## src/rtl/instr_fetch_queue.sv

```systemverilog
// Instruction fetch queue: credit-limited sequential fetch, in-order response FIFO, redirect flush.
// Define FETCH_BYPASS_EN to let a response reach decode in its arrival cycle when the FIFO is empty.
module instr_fetch_queue #(
    parameter int          DEPTH    = 4,
    parameter logic [63:0] RESET_PC = 64'h0000_0000_8000_0000
) (
    input  logic        clk,
    input  logic        reset,
    input  logic        redirect_i,
    input  logic [63:0] redirect_pc_i,
    output logic        imem_req_valid_o,
    input  logic        imem_req_ready_i,
    output logic [63:0] imem_req_addr_o,
    input  logic        imem_rsp_valid_i,
    input  logic [31:0] imem_rsp_data_i,
    output logic        instr_valid_o,
    input  logic        instr_ready_i,
    output logic [31:0] instr_o,
    output logic [63:0] instr_pc_o
);

    localparam int AW = $clog2(DEPTH);
    localparam int CW = AW + 1;
    localparam logic [CW:0] DEPTH_W = (CW+1)'(DEPTH);
    localparam logic [31:0] NOP = 32'h0000_0013;

    logic [63:0]   pc_q, pc_d;
    logic [63:0]   rsp_pc_q, rsp_pc_d;
    logic [CW-1:0] outst_q, outst_d;
    logic [CW-1:0] drop_q, drop_d;
    logic [CW-1:0] cnt_q, cnt_d;
    logic [AW-1:0] wptr_q, wptr_d;
    logic [AW-1:0] rptr_q, rptr_d;
    logic [31:0]   data_mem [DEPTH];
    logic [63:0]   pc_mem [DEPTH];

    logic [CW:0]   inflight;
    logic [63:0]   redir_pc;
    logic          accept;
    logic          rsp_keep;
    logic          empty;
    logic          byp;
    logic          pop;
    logic          fifo_pop;
    logic          push;
    logic          unused_lsb;

    assign unused_lsb = ^redirect_pc_i[1:0];
    assign redir_pc   = {redirect_pc_i[63:2], 2'b00};

    // Occupancy plus in-flight never exceeds DEPTH, so a response always finds room.
    assign inflight = {1'b0, cnt_q} + {1'b0, outst_q};
    assign imem_req_valid_o = !reset && !redirect_i && (inflight < DEPTH_W);
    assign imem_req_addr_o  = pc_q;
    assign accept = imem_req_valid_o && imem_req_ready_i;

    assign rsp_keep = imem_rsp_valid_i && (drop_q == '0) && !redirect_i;
    assign empty    = (cnt_q == '0);

`ifdef FETCH_BYPASS_EN
    assign byp = empty && rsp_keep;
`else
    assign byp = 1'b0;
`endif

    assign instr_valid_o = (!empty || byp) && !redirect_i;
    assign pop      = instr_valid_o && instr_ready_i;
    assign fifo_pop = pop && !empty;
    assign push     = rsp_keep && !(byp && pop);

    always_comb begin
        instr_o    = NOP;
        instr_pc_o = '0;
        if (!empty) begin
            instr_o    = data_mem[rptr_q];
            instr_pc_o = pc_mem[rptr_q];
        end else if (byp) begin
            instr_o    = imem_rsp_data_i;
            instr_pc_o = rsp_pc_q;
        end
    end

    always_comb begin
        pc_d     = pc_q;
        rsp_pc_d = rsp_pc_q;
        outst_d  = outst_q + CW'(accept) - CW'(imem_rsp_valid_i);
        drop_d   = drop_q;
        cnt_d    = cnt_q + CW'(push) - CW'(fifo_pop);
        wptr_d   = wptr_q + AW'(push);
        rptr_d   = rptr_q + AW'(fifo_pop);
        if (accept) begin
            pc_d = pc_q + 64'd4;
        end
        if (rsp_keep) begin
            rsp_pc_d = rsp_pc_q + 64'd4;
        end
        if (imem_rsp_valid_i && drop_q != '0) begin
            drop_d = drop_q - 1'b1;
        end
        // Stale responses still in flight get discarded before new ones land.
        if (redirect_i) begin
            pc_d     = redir_pc;
            rsp_pc_d = redir_pc;
            drop_d   = outst_q - CW'(imem_rsp_valid_i);
            cnt_d    = '0;
            wptr_d   = '0;
            rptr_d   = '0;
        end
    end

    always_ff @(posedge clk) begin
        if (reset) begin
            pc_q     <= RESET_PC;
            rsp_pc_q <= RESET_PC;
            outst_q  <= '0;
            drop_q   <= '0;
            cnt_q    <= '0;
            wptr_q   <= '0;
            rptr_q   <= '0;
        end else begin
            pc_q     <= pc_d;
            rsp_pc_q <= rsp_pc_d;
            outst_q  <= outst_d;
            drop_q   <= drop_d;
            cnt_q    <= cnt_d;
            wptr_q   <= wptr_d;
            rptr_q   <= rptr_d;
        end
    end

    always_ff @(posedge clk) begin
        if (push) begin
            data_mem[wptr_q] <= imem_rsp_data_i;
            pc_mem[wptr_q]   <= rsp_pc_q;
        end
    end

    a_no_rsp_underflow: assert property (@(posedge clk) disable iff (reset)
        !(imem_rsp_valid_i && outst_q == '0));
    a_occ_bound: assert property (@(posedge clk) disable iff (reset)
        inflight <= DEPTH_W);

endmodule

```

## config.mk

```make
export PLATFORM = sky130hd
export DESIGN_NAME = instr_fetch_queue
export DESIGN_NICKNAME = d
export VERILOG_FILES = /design/src/rtl/instr_fetch_queue.sv
export SDC_FILE = /design/constraint.sdc
export NUM_CORES = 1
export LEC_CHECK = 0
export CAP_MARGIN = 0
export CORE_MARGIN = 10
export CORE_UTILIZATION = 56
export DETAILED_ROUTE_END_ITERATION = 8
export PLACE_DENSITY = 0.83
export SLEW_MARGIN = 5
export SYNTH_ARGS = -nofsm -noshare
export SYNTH_HDL_FRONTEND = slang
export SYNTH_SLANG_ARGS = --single-unit
```

## constraint.sdc

```tcl
create_clock -name clk -period 10.3 [get_ports clk]
set_input_delay 1.545 -clock clk [delete_from_list [all_inputs] [get_ports clk]]
set_output_delay 1.545 -clock clk [all_outputs]
set_load 0.01 [all_outputs]
```

# After elaboration in Yosys (flattened, before gate mapping)
# Memory sizes are Yosys's and may differ from the RTL's. A register that Yosys moved wholly into a read port is not among the register bits.
# Cells that the tools add are included.
dict set report totals {
  regBits 141
  ramBits 384
  in_bits 102
  output_inout_bits 162
  elab_cells 54
  mem_count 2
}
dict set report op_classes {
  add_sub_neg 11
  order_cmp 1
  mux 12
  n_reduce_logical 19
}
# name words width read_ports rd_ports_with_merged_regs wr line_no
set memory_table {}
lappend memory_table {pc_mem 4 64 1 1 1 35} ;# logic [63:0] pc_mem [DEPTH];
lappend memory_table {data_mem 4 32 1 1 1 34} ;# logic [31:0] data_mem [DEPTH];
# operator n
set ops {}
lappend ops {{2-to-1 mux 64 bit} 5}
lappend ops {{adder 64 x 3 -> 64 bit (second input constant)} 2}
lappend ops {{2-to-1 mux 32 bit} 1}
lappend ops {{logical AND 1 bit} 9}
lappend ops {{subtractor 3 x 1 -> 3 bit} 3}
lappend ops {{adder 3 x 1 -> 3 bit} 2}
lappend ops {{zero test 3 bit} 2}
lappend ops {{2-to-1 mux 3 bit} 2}
lappend ops {{nonzero test 2 bit} 3}
lappend ops {{adder 2 x 1 -> 2 bit} 2}
lappend ops {{adder 3 x 3 -> 4 bit} 1}
lappend ops {{< comparator 4 x 3 -> 1 bit (second input constant)} 1}
lappend ops {{2-to-1 mux 2 bit} 2}
lappend ops {{zero test 1 bit} 3}
lappend ops {{nonzero test 3 bit} 1}
lappend ops {{subtractor 3 x 1 -> 3 bit (second input constant)} 1}
lappend ops {{2-to-1 mux 1 bit} 2}
lappend ops {{OR reduction 2 bit} 1}

# Longest topological paths before layout
dict set report logic_depth {
  depth_word 7
  ltp_mapped 15
  mapped_depth_nobuf 12
}

# Least setup slack after synthesis
# OpenSTA, ideal clock, no wires.
dict set report synth_path {
  kind {in2reg}
  startpoint {in redirect_i}
  endpoint {mem data_mem[0][0], enable pin}
  setup_ns 0.662
  t_arrival_ns 8.598
  t_required_ns 9.638
  path_slack_ns 1.039
  path_stages 5
  path_buffers 2
  cell_sequence {clkbuf_1 > clkbuf_1 > nor2_1 > inv_1 > nor3_1}
}
dict set report synth_between {
  elab_chain_cells 4
}
# element line_no
set synth_rtl {}
lappend synth_rtl {{start: declaration} 9} ;# input logic redirect_i,
lappend synth_rtl {{zero test 1 bit} 57} ;# assign rsp_keep = imem_rsp_valid_i && (drop_q == '0) && !redirect_i;
lappend synth_rtl {{logical AND 1 bit} 57}
lappend synth_rtl {{2-to-1 mux 1 bit} 132} ;# if (push) begin
lappend synth_rtl {{2-to-1 mux 1 bit (implied by the code)} 133} ;# data_mem[wptr_q] <= imem_rsp_data_i;
lappend synth_rtl {{end: declaration} 34}
# No other way between the ends.

==> results by group <==
Logic synthesis
  – Top_reg_cell synth: edfxtp_1
  – Cell taking the most area after synthesis: edfxtp_1
  – Top-count cell post-synth: edfxtp_1
  – Syn Std Cell Area: 0.02193 mm²
  – Syn. warnings: 0
  – Post-synthesis sequential area ratio: 63.98%
  – Gate Count Post-Synth: 1591
  – Post-synth EDFFs: 376
  – Synthesized flop and latch total: 513
  – Synth top area share: 51.47%
  – Ys async rst share: 0%
  – Synth area leaders: edfxtp_1 (51%), dfxtp_1 (13%), mux4_2 (9.7%), nor2b_1 (2.7%), xnor2_1 (2.0%)
  – Synth cell types: 59
  – Synth top cells by count: edfxtp_1 (376), dfxtp_1 (137), nor2_1 (105)
  – Mapped Avg Cell Area: 13.79 µm²

Timing
  – Pins Over Slew Limit: 0
  – Worst slew pin tran: 1226 ps
  – Setup TNS: 0 ps
  – Unrepaired setup endpoints after global routing: no
  – Tcrit/Tclk final: 48.13%
  – Final Critical Period: 4958 ps
  – Final hold vios: 0
  – Worst slew margin: 17.60%
  – Maximum clock frequency: 0.2017 GHz
  – Setup-failing EPs final: 0
  – Post-Route Skew: 18.65 ps

Die
  – CORE AREA: 0.03865 mm²
  – Die Y: 217.9 µm
  – I/O pins: 264
  – Starting density of the core: 56.76%
  – Placement Rows: 72
  – Chip width: 217.9 µm
  – Die footprint: 0.04748 mm²

Setup path
  – CP max-delay cell: dfxtp_4
  – Cell Chain, Critical Path: buf_4 > mux4_2 > or2_2 > clkdlybuf4s50_1
  – Critical path class: flip-flop to output port
  – Reg-to-reg setup timing slack: 6640 ps
  – Critical Path Max Stage Delay: 780 ps
  – Worst r2r src: drop_q[0]
  – Critical path arrival: 3410 ps
  – Reg2reg path depth: 7
  – Worst Setup End Kind: output port
  – Crit path launch type: flip-flop
  – Crit-path max FO: 33
  – Critical Path RT: 8760 ps
  – Crit Reg-Reg Endpoint: pc_mem[2][14]

Detailed routing
  – Via total after detailed routing: 14640
  – Initial DRC Count: 1339
  – Routed Antenna Nets: 0
  – 1st-pass router iterations: 5
  – Vias per cell: 6.129
  – DRC viols: 0
  – Final wirelength: 54390 µm
  – Wire per inst: 22.78 µm

CTS
  – CTS root buf: clkbuf_16
  – CTS max path bufs: 3
  – Clock H-tree levels: 2
  – Num CTS Buffers: 50
  – Clock latency on the worst-skew pair: 570 ps
  – # hold bufs at CTS: 0
  – Post_cts resized: 0
  – Clk pin slew, worst setup/hold paths: 70 ps
  – Clock net sink count: 513
  – Post CTS Setup Buffer Count: 0
  – CTS tree: yes

Finish
  – Reg area: 0.01404 mm²
  – P&R area growth vs syn: 21.11%
  – Final layout net count: 1947
  – Layout filler cell count: 2565
  – Inserted Diodes: 0
  – Post-route cell area: 0.02657 mm²
  – Share of layout cells above drive strength 1: 11.44%
  – Multi-input logic area: 0.007471 mm²

Place
  – GP Congestion: 0.8937
  – Post-DP Area: 0.02496 mm²
  – Post-DP HPWL: 35140 µm
  – I/O Buffers: 257

Pwr
  – Reported leakage power: 0.008508 µW
  – Peak supply drop: 0.1341 mV
  – PwrDens: 171.1 mW/mm²

Worst hold path
  – Hold Crit Class: flip-flop to flip-flop
  – Worst hold path depth: 2
  – Hold_sp: imem_req_addr_o[40]
  – Hold worst-path end: imem_req_addr_o[40]

Global route
  – Largest net degree at the start of global routing: 82
  – Remaining global-route overflow: 0
  – Initial antenna violation count: 0
  – Gr usage total: 22.56%
  – Vias in the first global route: 14690
  – First-pass GRT wire length: 84530 µm

Run status
  – Outcome: complete, no violations

Job
  – Max-Cap Viols: 0
-- routing by layer --
| metal | part of all wire [%] | routed length, µm | global-route usage (%) | vias to the layer above |
|---|---|---|---|---|
| met3 | 9.2 | 4980 | 4.549 | 101 |
| met4 | 2.4 | 1332 | 6.989 | 0 |
| met2 | 47 | 25410 | 35.18 | 698 |
| met5 | 0 | 0 | 0 | - |
| met1 | 42 | 22670 | 31.46 | 7256 |
| li1 | - | - | - | 6582 |
-- sequential cells by signal, summed over array words and instances (netlist names) --
name,flops
cnt_q,3
rsp_pc_q,62
drop_q,3
wptr_q,2
outst_q,3
rptr_q,2
imem_req_addr_o,62
pc_mem,248
data_mem,128
-- final cells by class --
class	count	area share, %
clock buffer	65	5.200
clock inverter	28	0.8384
inverter	27	0.3815
multi-input combinational	962	28.12
sequential	513	52.85
tap	518	2.440
timing repair buffer	275	10.16
-- how the worst max path moves through the flow --
stage / from / end / slack [ps] / cells after the start
after floorplan: redirect_i / data_mem[0][0] / 1040 / 5
after global placement: imem_rsp_valid_i / pc_mem[2][8] / 5070 / 6
after detailed placement: imem_rsp_valid_i / pc_mem[2][8] / 5010 / 6
after CTS: rptr_q[0] / instr_o[4] / 5220 / 4
after global routing: rptr_q[0] / instr_o[1] / 5070 / 4
final: rptr_q[0] / instr_o[4] / 5340 / 4
-- per-stage QoR --
step / total power, µW / worst slack, ps / hold slack [ps] / util, % / cells
after global routing: 4688 / 5074 / 562.6 / 68.74 / 2388
after CTS: 4568 / 5216 / 516.3 / 68.74 / 2388
final: 4545 / 5342 / 519.7 / 68.74 / 2388
after floorplan: 2607 / 1039 / 458.3 / - / 1594
after global placement: 2786 / 5070 / 504.3 / 64.59 / 2295
after detailed placement: 2802 / 5009 / 508.0 / 64.59 / 2295
-- kinds of logic (layout without fill, tap and decap cells) --
kind of cell / count (synthesis) / after routing / synth area share, %
AOI/OAI and AO/OA: 215 / 215 / 6.229
xor gates and xnor gates: 77 / 77 / 3.075
adders and majority gates: 16 / 16 / 0.9811
buffers and inverters: 119 / 395 / 2.150
DFF: 513 / 513 / 63.98
muxes: 106 / 106 / 10.22
other: 1 / 4 / 0.01710
and+or+nand+nor: 544 / 544 / 13.35
-- critical path, delay by kind of cell, from the launching register on --
| kind | cells | cell delay, ps |
|---|---|---|
| and+or+nand+nor | 1 | 280 |
| DFF | 1 | 780 |
| buffers and inverters | 2 | 1150 |
| muxes | 1 | 590 |
-- placed cells by master, fill, tap and decap left out, types with 5 or more instances in the layout --
cell and instances:
buf_4 19, nor3_1 31, nor2b_1 96, clkbuf_1 11, clkbuf_16 53, a32oi_1 5, xnor2_1 51, and3_1 40
a21oi_1 61, a2111oi_0 6, inv_1 25, a21boi_0 9, a31oi_1 17, or2_2 5, nand3_1 43, clkinv_1 11
mux4_2 94, or3_1 12, mux2i_1 8, xor2_1 26, o22ai_1 17, a311oi_1 7, and2_1 13, clkdlybuf4s50_1 255
dfxtp_1 135, nor2_1 103, o21ai_0 37, ha_1 14, and4_1 10, or4_1 6, a221oi_1 5, clkinv_2 7
nand4_1 39, edfxtp_1 376, o21a_1 6, nor4_1 22, a211oi_1 26, nand2_1 100
-- where the power goes --
group          leakage, µW  internal, µW  switching, µW  total, µW
logic              0.00316           194            195        388
clock network     0.000774          1020            760       1780
registers          0.00457          2300           79.5       2380
No activity file was read; power rests on OpenSTA's default activity.
